--- config.mk ---
export PLATFORM = sky130hd
export DESIGN_NAME = seq_detector_flat
export DESIGN_NICKNAME = d
export VERILOG_FILES = /design/src/rtl/seq_detector_if.sv /design/src/rtl/seq_detector.sv /design/src/flat_wrapper.sv
export SDC_FILE = /design/constraint.sdc
export NUM_CORES = 1
export LEC_CHECK = 0
export CORE_UTILIZATION = 50
export CTS_CLUSTER_DIAMETER = 40
export CTS_CLUSTER_SIZE = 24
export DETAILED_ROUTE_END_ITERATION = 7
export HOLD_SLACK_MARGIN = 0.15
export PLACE_DENSITY_LB_ADDON = 0.08
export RECOVER_POWER = 50
export SKIP_CTS_REPAIR_TIMING = 1
export SLEW_MARGIN = 20
export SYNTH_ARGS = -nofsm -noshare
export SYNTH_HDL_FRONTEND = slang
export SYNTH_SLANG_ARGS = --single-unit
export TNS_END_PERCENT = 1
--- constraint.sdc ---
create_clock -name clk -period 2.1 [get_ports clk]
set_input_delay 0.525 -clock clk [delete_from_list [all_inputs] [get_ports clk]]
set_output_delay 0.525 -clock clk [all_outputs]
set_load 0.01 [all_outputs]
--- src/rtl/seq_detector_if.sv ---
// Bus between the serial front end / register block and seq_detector.
// The master drives the stream and configuration; the slave returns the match status.
interface seq_detector_if #(
  parameter int unsigned LEN   = 8,
  parameter int unsigned CNT_W = 8
);
  logic             a;
  logic             a_valid;
  logic [LEN-1:0]   seq;
  logic [LEN-1:0]   mask;
  logic             cfg_load;
  logic             overlap;
  logic             clr;
  logic             valid;
  logic             armed;
  logic [CNT_W-1:0] match_count;

  modport master (
    output a, a_valid, seq, mask, cfg_load, overlap, clr,
    input  valid, armed, match_count
  );

  modport slave (
    input  a, a_valid, seq, mask, cfg_load, overlap, clr,
    output valid, armed, match_count
  );
endinterface

--- src/rtl/seq_detector.sv ---
// Masked serial pattern detector with overlapping/non-overlapping modes,
// a registered one-cycle match pulse and a saturating match counter.
module seq_detector #(
  parameter int unsigned LEN   = 8,
  parameter int unsigned CNT_W = 8
) (
  input logic           clk,
  input logic           reset_n,
  seq_detector_if.slave bus
);
  localparam int unsigned FillW = $clog2(LEN + 1);

  typedef enum logic [0:0] {StFill, StArmed} state_e;

  state_e           state_q, state_d;
  logic [LEN-1:0]   sr_q, sr_d;
  logic [LEN-1:0]   pat_q, pat_d;
  logic [LEN-1:0]   msk_q, msk_d;
  logic [FillW-1:0] fill_q, fill_d;
  logic             valid_q, valid_d;
  logic [CNT_W-1:0] cnt_q, cnt_d;

  logic [LEN-1:0]   win;
  logic             full;
  logic             hit;

  always_ff @(posedge clk) begin
    if (!reset_n) begin
      state_q <= StFill;
      sr_q    <= '0;
      pat_q   <= '0;
      msk_q   <= '1;
      fill_q  <= '0;
      valid_q <= 1'b0;
      cnt_q   <= '0;
    end else begin
      state_q <= state_d;
      sr_q    <= sr_d;
      pat_q   <= pat_d;
      msk_q   <= msk_d;
      fill_q  <= fill_d;
      valid_q <= valid_d;
      cnt_q   <= cnt_d;
    end
  end

  // Window as it will look once the current sample is shifted in.
  assign win  = {sr_q[LEN-2:0], bus.a};
  assign full = (state_q == StArmed) || (fill_q == FillW'(LEN - 1));
  assign hit  = bus.a_valid && full && (((win ^ pat_q) & msk_q) == '0);

  always_comb begin
    state_d = state_q;
    sr_d    = sr_q;
    pat_d   = pat_q;
    msk_d   = msk_q;
    fill_d  = fill_q;
    valid_d = 1'b0;
    cnt_d   = cnt_q;

    if (bus.cfg_load) begin
      pat_d   = bus.seq;
      msk_d   = bus.mask;
      sr_d    = '0;
      fill_d  = '0;
      state_d = StFill;
    end else if (bus.a_valid) begin
      sr_d = win;
      if (state_q == StFill) begin
        fill_d = fill_q + FillW'(1);
        if (fill_q == FillW'(LEN - 1)) begin
          state_d = StArmed;
        end
      end
      if (hit) begin
        valid_d = 1'b1;
        if (cnt_q != '1) begin
          cnt_d = cnt_q + CNT_W'(1);
        end
        if (!bus.overlap) begin
          fill_d  = '0;
          state_d = StFill;
        end
      end
    end

    // Clear beats a coincident increment; the pulse itself is unaffected.
    if (bus.clr) begin
      cnt_d = '0;
    end
  end

  always_comb begin
    bus.valid       = valid_q;
    bus.armed       = (state_q == StArmed);
    bus.match_count = cnt_q;
  end
endmodule

--- src/flat_wrapper.sv ---
// flat-port wrapper written by rule: the top's interface ports become plain ports
module seq_detector_flat 
#(
  parameter int unsigned LEN   = 8,
  parameter int unsigned CNT_W = 8
)
  (clk, reset_n, bus_a, bus_a_valid, bus_seq, bus_mask, bus_cfg_load, bus_overlap, bus_clr, bus_valid, bus_armed, bus_match_count);
  seq_detector_if #(.LEN(LEN), .CNT_W(CNT_W)) bus_i ();
  input logic clk;
  input logic reset_n;
  input wire logic [$bits(bus_i.a)-1:0] bus_a;
  input wire logic [$bits(bus_i.a_valid)-1:0] bus_a_valid;
  input wire logic [$bits(bus_i.seq)-1:0] bus_seq;
  input wire logic [$bits(bus_i.mask)-1:0] bus_mask;
  input wire logic [$bits(bus_i.cfg_load)-1:0] bus_cfg_load;
  input wire logic [$bits(bus_i.overlap)-1:0] bus_overlap;
  input wire logic [$bits(bus_i.clr)-1:0] bus_clr;
  output wire logic [$bits(bus_i.valid)-1:0] bus_valid;
  output wire logic [$bits(bus_i.armed)-1:0] bus_armed;
  output wire logic [$bits(bus_i.match_count)-1:0] bus_match_count;
  assign bus_i.a = bus_a;
  assign bus_i.a_valid = bus_a_valid;
  assign bus_i.seq = bus_seq;
  assign bus_i.mask = bus_mask;
  assign bus_i.cfg_load = bus_cfg_load;
  assign bus_i.overlap = bus_overlap;
  assign bus_i.clr = bus_clr;
  assign bus_valid = bus_i.valid;
  assign bus_armed = bus_i.armed;
  assign bus_match_count = bus_i.match_count;
  seq_detector #(.LEN(LEN), .CNT_W(CNT_W)) u_core (.clk(clk), .reset_n(reset_n), .bus(bus_i));
endmodule
# Word-level counts from Yosys, hierarchy flattened
# Cells that the tools add are included.
classes:
  n_reduce_logical: 8
  eq_ne: 2
  n_addsub: 2
  bitwise_logic: 5
  n_mux: 8
op_table:
  columns: ["cell", "n"]
  rows:
  - ["two-way mux 4 bit", 3]
  - ["adder 8 x 1 -> 8 bit (second input constant)", 1]
  - ["bitwise AND 8 bit", 1]
  - ["logical NOT 8 bit", 1]
  - ["inequality test 8 bit (second input constant)", 1]
  - ["XOR 8 bit", 1]
  - ["two-way mux 1 bit", 5]
  - ["adder 4 x 1 -> 4 bit (second input constant)", 1]
  - ["== test 4 x 3 -> 1 bit (second input constant)", 1]
  - ["AND reduction 4 bit", 1]
  - ["OR reduction 2 bit", 2]
  - ["inverter 1 bit", 3]
  - ["OR reduction 3 bit", 1]
  - ["logical AND 1 bit", 2]
  - ["logical OR 1 bit", 1]
totals:
  output_inout_bits: 10
  regBits: 37
  input_bits: 23
  word_cells: 32

# Depth between registers and ports, before layout
logic_depth:
  depth_word: 5
  depth_mapped: 7
  ltp_nobuf: 6

# Worst setup path after synthesis
# No wires, ideal clock.
synth_timing:
  kind: "input port to flip-flop"
  from: "input bus_cfg_load"
  to: "register u_core.cnt_q[3] (netlist: u_core.bus.match_count[3])"
  required_ps: 2029
  path_slack_ps: 260
  cell_stages: 7
  arrival_time_ps: 1769
  cell_sequence: "buf_6 inv_1 o311ai_4 or2_1 buf_6 or4_1 a21oi_1"
synth_between:
  elab_chain_cells: 2
synth_lines:
  columns: ["element", "line", "text"]
  rows:
  - ["from (decl)", "flat_wrapper.sv:15", "input wire logic [$bits(bus_i.cfg_load)-1:0] bus_cfg_load;"]
  - ["inverter 1 bit (no source line)", null, null]
  - ["AND reduction 4 bit (no source line)", null, null]
  - ["to (signal assigned)", "seq_detector.sv:43", "cnt_q <= cnt_d;"]
  - ["to (decl)", "seq_detector.sv:21", "logic [CNT_W-1:0] cnt_q, cnt_d;"]
# Every way passes these cells.
# A chain may end at the register's enable or synchronous reset.

# Worst setup path in the final report
layout_timing:
  from: "input bus_a_valid"
  to: "register u_core.cnt_q[4] (netlist: u_core.bus.match_count[4])"
layout_between:
  elab_chain_cells: 3
layout_lines:
  columns: ["element", "line", "text"]
  rows:
  - ["from (decl)", "flat_wrapper.sv:12", "input wire logic [$bits(bus_i.a_valid)-1:0] bus_a_valid;"]
  - ["logical AND 1 bit (2 in series)", "seq_detector.sv:50", "assign hit = bus.a_valid && full && (((win ^ pat_q) & msk_q) == '0);"]
  - ["AND reduction 4 bit (no source line) (*)", null, null]
# Every way passes the cells marked *; elsewhere a longest branch is shown, timed or not.

==> results.yml <==
clock_tree:
  worstSkewPairLatency_ps: 330
  cts_buffers: 5
  cts_sinks: 37
  htree_levels: 2
  root_buffer: "clkbuf_4"
  clk_path_buf_depth: 2
  clkTransAtPathRegs_ps: 100
  cts_tree: "built"
logic_synthesis:
  ys_ff_latch: 37
  async_flop_share_pct: 0
  synth_warnings: 0
  synth_top_area_share_pct: 44.8
  synthDistinctLibCells: 30
  ys_seq_area_share_pct: 44.8
  yosysMostFrequentCell: "dfxtp_1"
  synth_area_per_cell_um2: 9.84
  synth_ff_type: "dfxtp_1"
  synth_edf_count: 0
  yosys-top-cells-count: "dfxtp_1 (37), mux2i_1 (24), nand2_1 (12), nor2b_1 (10), xor2_1 (10)"
  synth_top_area_cell: "dfxtp_1"
  syn-instance-count: 168
  synth_area_um2: 1650
  ys_top_cells_by_area: "dfxtp_1 (45%), mux2i_1 (15%), xor2_1 (5.3%), nor2b_1 (3.8%), nand2_1 (2.7%)"
  synth_fp_nets: 193
sta:
  hold_viol: 0
  period_needed_ps: 1950
  finClkSkew_ps: 6.25
  setup-violations-final: 0
  worst_slew_margin_rel_pct: 67.1
  max_freq_mhz: 513
  rsz0062_at_grt: "false"
  setup_ws_ps: 149
  slew_violations: 0
  worst_slew_pin_slew_ps: 494
  setup_tns_ps: 0
  post-route-period-util_pct: 92.9
  fin_hold_ws_ps: 492
place:
  place_congestion: 0.796
  portBuffers: 32
  dp_hpwl_um: 2390
  post-place-ws_ps: -245
global_route:
  grt_pass1_vias: 1209
  antenna_found_initial: 0
  grt_max_degree: 17
  grt_use_total_pct: 19.6
  grt_overflow: 0
  grt_pass1_wl_um: 5110
power:
  ir_worst_vdd_mv: 0.389
  p_leak_nw: 0.852
  p_per_area_nw_per_um2: 596
routing:
  ant_nets: 0
  routed_via_density: 5.22
  drt_iter0_markers: 52
  via_count: 1320
  wirelength_um: 3120
  wire_per_inst_um: 12.3
  drc_errors: 0
  drt_pass1_iterations: 5
critical_path:
  required_ps: 2370
  path_class: "in2reg"
  cp.arrival_ps: 2220
  critPathMaxFanout: 4
  worst_setup_path_end_kind: "flip-flop"
  worst_setup_path_start_kind: "input pin"
die:
  row_count: 20
  boundaryPins: 33
  core_area_um2: 3100
  die_w_um: 59.5
  die_area_um2: 3540
  start_util_pct: 53.3
  die_h_um: 59.5
hold_path:
  holdCritPathClass: "reg2reg"
final_layout:
  post-route-util_pct: 67.9
  drive_gt1_share_pct: 9.57
  area.growth.synth_to_final_pct: 27.6
  diodes: 0
  nets: 234
  fillCellCount: 276
job:
  cap_violations: 0
outcome:
  status: "finished clean"
[registers in the layout, indices dropped and copies added (netlist names)]
| register | count |
|---|---|
| u_core.bus.armed | 1 |
| u_core.sr_q | 7 |
| u_core.pat_q | 8 |
| u_core.bus.valid | 1 |
| u_core.msk_q | 8 |
| u_core.bus.match_count | 8 |
| u_core.fill_q | 4 |
[power breakdown]
part / internal (W) / switching [W] / total [W]
sequential: 0.000722 / 0.0000137 / 0.000736
clock: 0.000158 / 0.000208 / 0.000366
combinational: 0.0000880 / 0.0000675 / 0.000156
[cells by family (layout without fill, tap and decap cells)]
family	Yosys count	in the layout	synth area share [%]
xor+xnor	11	11	5.83
flops	37	37	44.8
compound gates	24	24	10.7
buf+inv	12	53	4.09
mux	24	24	14.5
simple gates	58	58	18.5
fa+ha+maj	2	2	1.51
[metal layers]
layer | vias to the layer above | share of wire [%] | wire length (µm) | GRT usage [%]
met5 | - | 0 | 0 | 0
met4 | 0 | 1.2 | 38 | 6.98
met3 | 5 | 5.1 | 160 | 6.55
met2 | 33 | 49 | 1540 | 32.3
met1 | 609 | 44 | 1380 | 23.7
li1 | 673 | - | - | -
[placed cells by master (no fill, tap or decap), types with 5 or more instances in the layout]
cell type / count
a21oi_1: 8
nor2b_1: 10
nor3_1: 6
nand2_1: 12
buf_4: 9
nor2_1: 9
nand3_1: 5
clkbuf_4: 5
dfxtp_1: 37
xor2_1: 10
clkdlybuf4s50_1: 32
mux2i_1: 24
[worst paths after layout]
check / cells past startpoint / endpoint / startpoint / slack [ps]
worst max register to register: 7 / u_core.bus.match_count[4] / u_core.fill_q[0] / 190
worst max-delay path: 6 / u_core.bus.match_count[4] / bus_a_valid / 150
worst min register to register: 2 / u_core.msk_q[2] / u_core.msk_q[2] / 490
worst min-delay path: 2 / u_core.msk_q[2] / u_core.msk_q[2] / 490
[per-stage QoR]
step,instance area [µm²],std cells,total power (W)
after global routing,2110,253,0.00133
after detailed placement,2050,246,0.000907
final,2110,253,0.00126
after global placement,2050,246,0.000901
after floorplan,1650,168,0.000837
after CTS,2110,253,0.00127
[cell type report]
| class | instances | area, µm² | area share (%) |
|---|---|---|---|
| timing repair buffer | 42 | 393 | 18.6 |
| inverter | 4 | 15.0 | 0.712 |
| sequential | 37 | 741 | 35.1 |
| tap | 44 | 55.1 | 2.61 |
| multi-input combinational | 119 | 850 | 40.3 |
| clock buffer | 7 | 55.1 | 2.61 |
[worst max-delay path, cell delays in order]
cell and delay, ps:
clkdlybuf4s50_1 560, o21ai_2 100, buf_4 150, or2_1 260, or4_1 480, a21oi_1 150
Power figures use the tool's default switching activity.
